$ cat config.mk
export PLATFORM = sky130hd
export DESIGN_NAME = rr_dec_index_gen_flat
export DESIGN_NICKNAME = d
export VERILOG_FILES = /design/src/rtl/rr_dec_index_gen_if.sv /design/src/rtl/rr_dec_index_gen.sv /design/src/flat_wrapper.sv
export SDC_FILE = /design/constraint.sdc
export NUM_CORES = 1
export LEC_CHECK = 0
export BUFFER_PORTS_ARGS = -buffer_cell sky130_fd_sc_hd__buf_2
export CORE_MARGIN = 2
export CORE_UTILIZATION = 60
export DETAILED_ROUTE_END_ITERATION = 8
export PLACE_DENSITY = 0.81
export SETUP_SLACK_MARGIN = 0.5
export SYNTH_ARGS = -nofsm -noshare
export SYNTH_HDL_FRONTEND = slang
export SYNTH_SLANG_ARGS = --single-unit
export TNS_END_PERCENT = 10
$ cat constraint.sdc
create_clock -name clk -period 4.2 [get_ports clk]
set_input_delay 0.21 -clock clk [delete_from_list [all_inputs] [get_ports clk]]
set_output_delay 0.21 -clock clk [all_outputs]
set_load 0.005 [all_outputs]
$ cat src/rtl/rr_dec_index_gen_if.sv
// Handshake bundle between the round-robin index generator and its
// requester/consumer side: request vector and enable in, binary grant
// index with valid/ack out, plus pointer and timeout observability.
interface rr_dec_index_gen_if #(
    parameter int NREQ  = 16,
    parameter int IDX_W = 4
);
    logic             en;
    logic [NREQ-1:0]  req;
    logic             gnt_ack;
    logic [IDX_W-1:0] gnt_idx;
    logic             gnt_vld;
    logic [IDX_W-1:0] ptr;
    logic             to_err;

    // Requester/consumer side drives requests and acks.
    modport master (
        output en, req, gnt_ack,
        input  gnt_idx, gnt_vld, ptr, to_err
    );

    // Arbiter side issues the grant.
    modport slave (
        input  en, req, gnt_ack,
        output gnt_idx, gnt_vld, ptr, to_err
    );
endinterface

$ cat src/rtl/rr_dec_index_gen.sv
// Round-robin arbiter front-end for a 4:16 decoder. Picks one of 16
// requesters starting at a rotating priority pointer, holds the binary
// index with gnt_vld until ack, and force-releases a grant that has not
// been acknowledged within TIMEOUT cycles (flagged by a to_err pulse).
// All outputs come straight from flops.
module rr_dec_index_gen #(
    parameter int NREQ    = 16,
    parameter int IDX_W   = 4,
    parameter int TIMEOUT = 15,
    parameter int TO_W    = 8
) (
    input  logic           clk,
    input  logic           rst,
    rr_dec_index_gen_if.slave bus
);

    typedef enum logic {
        IDLE  = 1'b0,
        GRANT = 1'b1
    } state_t;

    state_t           state_q, state_d;
    logic [IDX_W-1:0] idx_q,   idx_d;
    logic             vld_q,   vld_d;
    logic [IDX_W-1:0] ptr_q,   ptr_d;
    logic             err_q,   err_d;
    logic [TO_W-1:0]  cnt_q,   cnt_d;

    logic [IDX_W-1:0] pick_idx;
    logic             pick_vld;
    logic [IDX_W-1:0] cand;

    // Find the first requester at or after ptr, wrapping modulo NREQ.
    // Scanning from the farthest offset down lets the nearest hit win.
    always_comb begin
        // NOTE: every variable assigned in always_comb gets a default first;
        // a path that leaves one unassigned would infer a latch.
        pick_vld = 1'b0;
        pick_idx = ptr_q;
        cand     = ptr_q;
        for (int i = NREQ - 1; i >= 0; i--) begin
            cand = ptr_q + IDX_W'(i);
            if (bus.req[cand]) begin
                pick_vld = 1'b1;
                pick_idx = cand;
            end
        end
    end

    // Next-state and next-output logic for the IDLE/GRANT machine.
    always_comb begin
        state_d = state_q;
        idx_d   = idx_q;
        vld_d   = vld_q;
        ptr_d   = ptr_q;
        cnt_d   = cnt_q;
        err_d   = 1'b0;
        case (state_q)
            IDLE: begin
                if (bus.en && pick_vld) begin
                    state_d = GRANT;
                    idx_d   = pick_idx;
                    vld_d   = 1'b1;
                    cnt_d   = '0;
                end
            end
            GRANT: begin
                if (bus.gnt_ack || (cnt_q == TO_W'(TIMEOUT - 1))) begin
                    // Release: the granted requester drops to lowest priority.
                    state_d = IDLE;
                    vld_d   = 1'b0;
                    ptr_d   = idx_q + IDX_W'(1);
                    err_d   = ~bus.gnt_ack;
                end else begin
                    cnt_d = cnt_q + TO_W'(1);
                end
            end
            default: state_d = IDLE;
        endcase
    end

    // State and output registers with synchronous reset.
    always_ff @(posedge clk) begin
        // NOTE: sequential state uses non-blocking assignments so every flop
        // samples pre-edge values regardless of statement order.
        if (rst) begin
            state_q <= IDLE;
            idx_q   <= '0;
            vld_q   <= 1'b0;
            ptr_q   <= '0;
            err_q   <= 1'b0;
            cnt_q   <= '0;
        end else begin
            state_q <= state_d;
            idx_q   <= idx_d;
            vld_q   <= vld_d;
            ptr_q   <= ptr_d;
            err_q   <= err_d;
            cnt_q   <= cnt_d;
        end
    end

    assign bus.gnt_idx = idx_q;
    assign bus.gnt_vld = vld_q;
    assign bus.ptr     = ptr_q;
    assign bus.to_err  = err_q;

endmodule

$ cat src/flat_wrapper.sv
// flat-port wrapper written by rule: the top's interface ports become plain ports
module rr_dec_index_gen_flat 
#(
    parameter int NREQ    = 16,
    parameter int IDX_W   = 4,
    parameter int TIMEOUT = 15,
    parameter int TO_W    = 8
)
  (clk, rst, bus_en, bus_req, bus_gnt_ack, bus_gnt_idx, bus_gnt_vld, bus_ptr, bus_to_err);
  rr_dec_index_gen_if #(.NREQ(NREQ), .IDX_W(IDX_W)) bus_i ();
  input  logic clk;
  input  logic rst;
  input wire logic [$bits(bus_i.en)-1:0] bus_en;
  input wire logic [$bits(bus_i.req)-1:0] bus_req;
  input wire logic [$bits(bus_i.gnt_ack)-1:0] bus_gnt_ack;
  output wire logic [$bits(bus_i.gnt_idx)-1:0] bus_gnt_idx;
  output wire logic [$bits(bus_i.gnt_vld)-1:0] bus_gnt_vld;
  output wire logic [$bits(bus_i.ptr)-1:0] bus_ptr;
  output wire logic [$bits(bus_i.to_err)-1:0] bus_to_err;
  assign bus_i.en = bus_en;
  assign bus_i.req = bus_req;
  assign bus_i.gnt_ack = bus_gnt_ack;
  assign bus_gnt_idx = bus_i.gnt_idx;
  assign bus_gnt_vld = bus_i.gnt_vld;
  assign bus_ptr = bus_i.ptr;
  assign bus_to_err = bus_i.to_err;
  rr_dec_index_gen #(.NREQ(NREQ), .IDX_W(IDX_W), .TIMEOUT(TIMEOUT), .TO_W(TO_W)) u_core (.clk(clk), .rst(rst), .bus(bus_i));
endmodule
==> metrics.cfg, run 1 <==
[logic_synthesis]
yosysMostFrequentCell=nor2_1
synth_common_cells=nor2_1 (39), mux2i_1 (36), nand2_1 (29)
yosysSeqAreaShare_pct=12.3
ys.flop_type=dfxtp_1
synth.cell_area_sq_um=3100
syn_area_per_cell_sq_um=8.85
synth_edf_count=0
synth_cell_types=59
synth-seq-cells=19
netlist_instances=350
yosysTopAreaCellShare_pct=16.7
synth_top_cells_by_area=mux4_2 (17%), dfxtp_1 (12%), mux2i_1 (12%)
yosysTopAreaCell=mux4_2
ys_warn_count=0
synth_nets=380
async_reset_ff_share_pct=0

[drt]
avgViaCountPerCell=6.89
vias=3074
wl_per_cell_um=19.9
drt_iter0_markers=263
drc=0
firstDrtPassIters=5
routed_wl_um=8880
detail-route-antenna-nets=0

[cts]
cts-root-buf=clkbuf_8
cts_tree=yes
cts_setup_buffers=0
cts_buffer_depth=2
cts_hold_buf=0
numCtsBuffers=3
h-tree-depth=1
cts_sinks=19
clkTransAtPathRegs_ps=80
insertion_delay_ps=260

[finish]
syn_to_final_growth_pct=8.81
multi_input_area_sq_um=2560
layout.cells.non_filler=446
antenna_cells=0
fin_area_sq_um=3370
final_nets=407
regArea_sq_um=380
drive_gt1_share_pct=23.9
final_core_util_pct=66.8
nFillCells=401

[floorplan]
rows=26
die_w_um=75.8
dieArea_sq_um=5750
io_pins=30
start_util_pct=61.4
coreArea_sq_um=5040
die_h_um=75.8

[setup_path]
crit_path_end=u_core.bus.gnt_idx[1]
r2r-start=u_core.bus.ptr[1]
crit_start=u_core.bus.ptr[1]
r2r_cells=12
cp_max_fo=28
path_class=register to register
cp-start-kind=register
rrSetupSlack_ps=700
endpoint_kind=register
cp.arrival_ps=3650
crit_required_ps=4350
r2r_end=u_core.bus.gnt_idx[1]

[timing]
relSlewSlack_pct=50.7
rsz0062_at_grt=false
tns_ps=0
setup_violations=0
slew_viol_final=0
fin_crit_ps=3500
fmax_mhz=286
whs_ps=137
worst_slack_ps=698
hold_viol_final=0
finalCritPeriodShare_pct=83.4
clock-skew-final_ps=5.26
tightest_slew_ps=735

[placed_design]
port_buffers=29
postPlaceCellArea_sq_um=3300
pre_cts_ws_ps=491
dp_hpwl_um=6860
dp.cells=442
gp_congestion=1.02

[global_route]
grt_max_degree=29
antenna_found_initial=0
grt_usage_pct=32.1
grt_pass1_vias=2750
grt_pass1_wl_um=14000
grt_remaining_overflow=0

[power]
ir_drop_uv=167
power_mw=0.882
power_density_nw_per_um2=262
p_leak_nw=1.29

[job]
max_cap_viol_count=0

[outcome]
status=finished clean

[min_path]
hp-class=primary input to register

-- critical path: stages, from the launching register on --
cell	delay (ps)
dfxtp_1	340
buf_6	270
ha_1	300
a21oi_1	130
xnor2_2	330
mux4_2	610
nor4b_2	200
and4_1	230
a41oi_2	120
buf_4	230
a21oi_1	120
a2111oi_1	390
a21oi_1	110
-- sequential cells by signal, summed over array words and instances, names as in the netlist --
signal and flops:
u_core.bus.ptr 4, u_core.bus.gnt_vld 1, u_core.bus.to_err 1, u_core.bus.gnt_idx 4
u_core.state_q 1, u_core.cnt_q 8
-- placed cells by master (no fill, tap or decap), drive strengths merged, types with 2 or more instances in the layout --
master,n
nand2b,4
a22oi,2
a211oi,10
nor4,3
xor2,5
o22ai,3
xnor2,11
or2,3
nand2,29
or3,2
nor3,12
and2,3
dfxtp,19
o21ai,13
mux2i,37
mux2,8
nor2,40
a2bb2oi,3
a221oi,2
a2111oi,3
buf,42
clkbuf,3
ha,10
a31o,2
and4,4
nand4,2
a21oi,19
inv,14
o32ai,2
a31oi,5
mux4,28
o211ai,6
nand3,12
-- cell families after synthesis --
logic type	share of synthesized area (%)
XOR/XNOR	5.37
multiplexers	36.2
buffers and inverters	5.86
AND/OR/NAND/NOR	19.2
flip-flops	12.3
adder cells (fa/ha/maj)	4.04
AO/OA/AOI/OAI	17.1
-- cell type report --
| cell class | count | share of cell area (%) |
|---|---|---|
| clock buffers | 3 | 1.23 |
| flip-flops and latches | 19 | 11.3 |
| well taps | 70 | 2.60 |
| repair buffers | 42 | 7.32 |
| clock inverters | 1 | 0.149 |
| multi-input cells | 297 | 75.9 |
| inverters | 14 | 1.56 |
-- how the worst min path moves through the flow --
| stage | from | end | cells after the start |
|---|---|---|---|
| 6_report | bus_gnt_ack | u_core.bus.to_err | 2 |
| 5_1_grt | bus_gnt_ack | u_core.bus.to_err | 2 |
| 4_1_cts | bus_gnt_ack | u_core.bus.to_err | 2 |
| 3_5_place_dp | bus_gnt_ack | u_core.bus.to_err | 2 |
| 3_3_place_gp | bus_gnt_ack | u_core.bus.to_err | 2 |
| 2_1_floorplan | bus_gnt_ack | u_core.bus.to_err | 1 |
-- routing by layer --
layer	vias to the layer above	share of wire [%]	track usage [%]
met1	1459	43	45.2
met4	0	2.7	9.16
met5	-	0	0
met3	26	7.5	4.76
met2	189	47	51.4
li1	1400	-	-
-- where the power goes --
group | leakage [nW] | total [mW] | switching (mW) | internal [mW]
sequential | 0.155 | 0.199 | 0.0104 | 0.189
combinational | 1.11 | 0.552 | 0.321 | 0.231
clock | 0.0255 | 0.131 | 0.0644 | 0.0661
-- what timing repair did --
action,in CTS,in global routing
endpoints found under the hold margin,0,0
gates resized for setup,1,4
endpoints found under the setup margin,1,1
(Power assumes the default switching activity.)
==> run 2: changes to the inputs <==
--- a/config.mk
+++ b/config.mk
@@ -5,11 +5,12 @@
 export SDC_FILE = /design/constraint.sdc
 export NUM_CORES = 1
 export LEC_CHECK = 0
+export ABC_AREA = 1
 export BUFFER_PORTS_ARGS = -buffer_cell sky130_fd_sc_hd__buf_2
 export CORE_MARGIN = 2
-export CORE_UTILIZATION = 60
+export CORE_UTILIZATION = 54
 export DETAILED_ROUTE_END_ITERATION = 8
-export PLACE_DENSITY = 0.81
+export PLACE_DENSITY = 0.78
 export SETUP_SLACK_MARGIN = 0.5
 export SYNTH_ARGS = -nofsm -noshare
 export SYNTH_HDL_FRONTEND = slang
==> constraint.sdc (replaced) <==
create_clock -name clk -period 3.16 [get_ports clk]
set_input_delay 0.158 -clock clk [delete_from_list [all_inputs] [get_ports clk]]
set_output_delay 0.158 -clock clk [all_outputs]
set_load 0.005 [all_outputs]
==> run 2 against run 1 <==
Compared with the run above:
- clock power rose by 28%
- count of clock-buffer cells in the layout did not move
- routed wire length fell by 7.0%
- largest power group unchanged
==> metrics.cfg, run 2 <==
[finish]
largest-register=u_core.cnt_q
drive_gt1_share_pct=30.0  ; +6.0 points
antenna_cells=0  ; unchanged
largest_register_ffs=8  ; unchanged
fin_area_sq_um=3250  ; -3.6%
final_common_cell=nand2_1
final_cell_mix=nand2_1 (154), a21oi_1 (47), nand3_1 (43)
nFillCells=356  ; -11%
final_nets=535  ; +31%
syn_to_final_growth_pct=29.5
final_core_util_pct=73.6  ; +6.8 points

[placed_design]
port_buffers=29  ; unchanged
dp_hpwl_um=5730  ; -17%
gp_congestion=1.04  ; +2.4%
postPlaceCellArea_sq_um=2700  ; -18%

[logic_synthesis]
yosysTopAreaCellShare_pct=25.9  ; +9.1 points
ys_warn_count=0  ; unchanged
yosysSeqAreaShare_pct=15.2  ; +2.9 points
synth_nets=484  ; +27%
ys.flop_type=dfxtp_1
synth.cell_area_sq_um=2510  ; -19%
synth_top_cells_by_area=nand2_1 (26%), dfxtp_1 (15%), nand3_1 (12%)
syn_area_per_cell_sq_um=5.53  ; -38%
async_reset_ff_share_pct=0  ; unchanged
yosysMostFrequentCell=nand2_1
synth_cell_types=36  ; -39%
synth-seq-cells=19  ; unchanged
synth_edf_count=0  ; unchanged
netlist_instances=454  ; +30%
synth_common_cells=nand2_1 (173), nand3_1 (58), a21oi_1 (50)
yosysTopAreaCell=nand2_1

[floorplan]
io_pins=30  ; unchanged
start_util_pct=56.9  ; -4.6 points
die_h_um=72.2  ; -4.8%
die_w_um=72.2  ; -4.8%
coreArea_sq_um=4410  ; -12%
rows=24  ; -7.7%
dieArea_sq_um=5210  ; -9.4%

[drt]
detail-route-antenna-nets=0  ; unchanged
vias=3265  ; +6.2%
wl_met1_um=3550  ; -6.1%
met3WireLength_um=760  ; +15%
avgViaCountPerCell=5.87  ; -15%
firstDrtPassIters=7  ; +2
highest_layer=met4
drt_iter0_markers=377  ; +43%
wl_per_cell_um=14.8  ; -25%
wl_met2_um=3700  ; -12%
drc=0  ; unchanged
routed_wl_um=8250  ; -7.0%

[global_route]
antenna_found_initial=0  ; unchanged
grt_max_degree=22  ; -24%
grt_pass1_wl_um=12600  ; -9.8%
grt_usage_pct=30.2  ; -1.9 points
grt_remaining_overflow=0  ; unchanged
grt_pass1_vias=2754  ; +0.15%

[cts]
cts_hold_buf=0  ; unchanged
cts_tree=yes
cts-root-buf=clkbuf_8
cts_sinks=19  ; unchanged
cts_buffer_depth=2  ; unchanged
clkTransAtPathRegs_ps=70  ; about the same
numCtsBuffers=3  ; unchanged
insertion_delay_ps=260  ; about the same
h-tree-depth=1  ; unchanged

[power]
p_leak_nw=1.62  ; +26%
ir_drop_uv=422  ; +150%
power_density_nw_per_um2=385  ; +47%
power_mw=1.25  ; +42%

[setup_path]
r2r_end=u_core.cnt_q[7]
cp-start-kind=register
rrSetupSlack_ps=570  ; -130 ps
endpoint_kind=register
path_class=register to register
crit_start=u_core.bus.ptr[1]
cp_max_fo=14  ; -50%
r2r-start=u_core.bus.ptr[1]
crit_path_end=u_core.cnt_q[7]
crit_required_ps=3310  ; -1040 ps
cp.arrival_ps=2740  ; -910 ps
r2r_cells=16  ; +4

[job]
max_cap_viol_count=0  ; unchanged

[timing]
fmax_mhz=386  ; +35%
fin_crit_ps=2590  ; -913 ps
hold_viol_final=0  ; unchanged
slew_viol_final=0  ; unchanged
clock-skew-final_ps=4.65  ; -0.612 ps
setup_violations=0  ; unchanged
finalCritPeriodShare_pct=81.9  ; -1.5 points
tns_ps=0  ; unchanged
relSlewSlack_pct=66.0  ; +15 points
tightest_slew_ps=507  ; -228 ps
rsz0062_at_grt=true

[outcome]
status=finished clean

[min_path]
hp-class=primary input to register
whs_path_depth=4  ; +2

## run 2: cell count changes in the layout (fill, tap and decap cells not counted), sizes merged, moves of 28 or more
| cell | change |
|---|---|
| nand2 | +150 |
| mux2i | -37 |
| mux4 | -28 |
| inv | +31 |
| a21oi | +31 |
| nand3 | +47 |
## run 2: critical path, stage by stage (launching register included)
cell	delay, ps
dfxtp_4	370
inv_6	130
ha_4	230
inv_4	100
nand3_1	150
nand3_2	120
nand2_2	80
nand2_1	90
nand2_2	140
nor4_4	300
nand3b_1	170
nand3_4	130
inv_4	80
nor2_8	150
nor2_4	50
o211ai_2	130
a21oi_1	60
## run 2: stage by stage
step                cells  setup WS, ps  hold WS, ps
finish                556           572          160
global route          556           369          177
CTS                   540           502          161
detailed placement    532           291          437
global placement      532           213          431
floorplan             454           502          307
## run 2: worst min-delay path by stage
stage	from	to	slack [ps]
after floorplan	bus_gnt_ack	u_core.bus.to_err	310
after global placement	bus_gnt_ack	u_core.bus.to_err	430
after detailed placement	bus_gnt_ack	u_core.bus.to_err	440
after CTS	bus_gnt_ack	u_core.bus.to_err	160
after global routing	bus_gnt_ack	u_core.bus.to_err	180
final	bus_gnt_ack	u_core.bus.to_err	160
## run 2: cell families (layout without fill, tap and decap cells)
kind of cell	Yosys count	after routing	synth area share (%)
compound gates	78	78	16.7
xor+xnor	10	10	4.84
fa+ha+maj	10	10	4.99
buf+inv	58	107	10.6
flops	19	19	15.2
simple gates	279	280	47.7
## run 2: layout make-up
class / instances / area (sq um) / area share (%)
multi-input combinational: 378 / 2140 / 66.0
clock inverter: 1 / 5.00 / 0.154
sequential: 19 / 390 / 12.0
inverter: 45 / 186 / 5.74
timing repair buffer: 58 / 418 / 12.9
tap: 52 / 65.1 / 2.00
clock buffer: 3 / 41.3 / 1.27
## run 2: power by group
part	switching (mW)	leakage (nW)	internal, mW
sequential	0.0167	0.158	0.252
clock	0.0807	0.0255	0.0877
combinational	0.518	1.43	0.297
## run 2: routing by layer
metal  vias to the layer above  track usage (%)
li1                       1590                -
met4                         0             9.01
met3                        35             3.19
met5                         -                0
met2                       173             47.8
met1                      1467             43.3
## run 2: what timing repair did
item / 4_1_cts / 5_1_grt
resized for setup: 11 / 78
cloned: 1 / 0
pin swaps: 2 / 21
endpoints found under the setup margin: 13 / 13
buffers inserted: 3 / 16
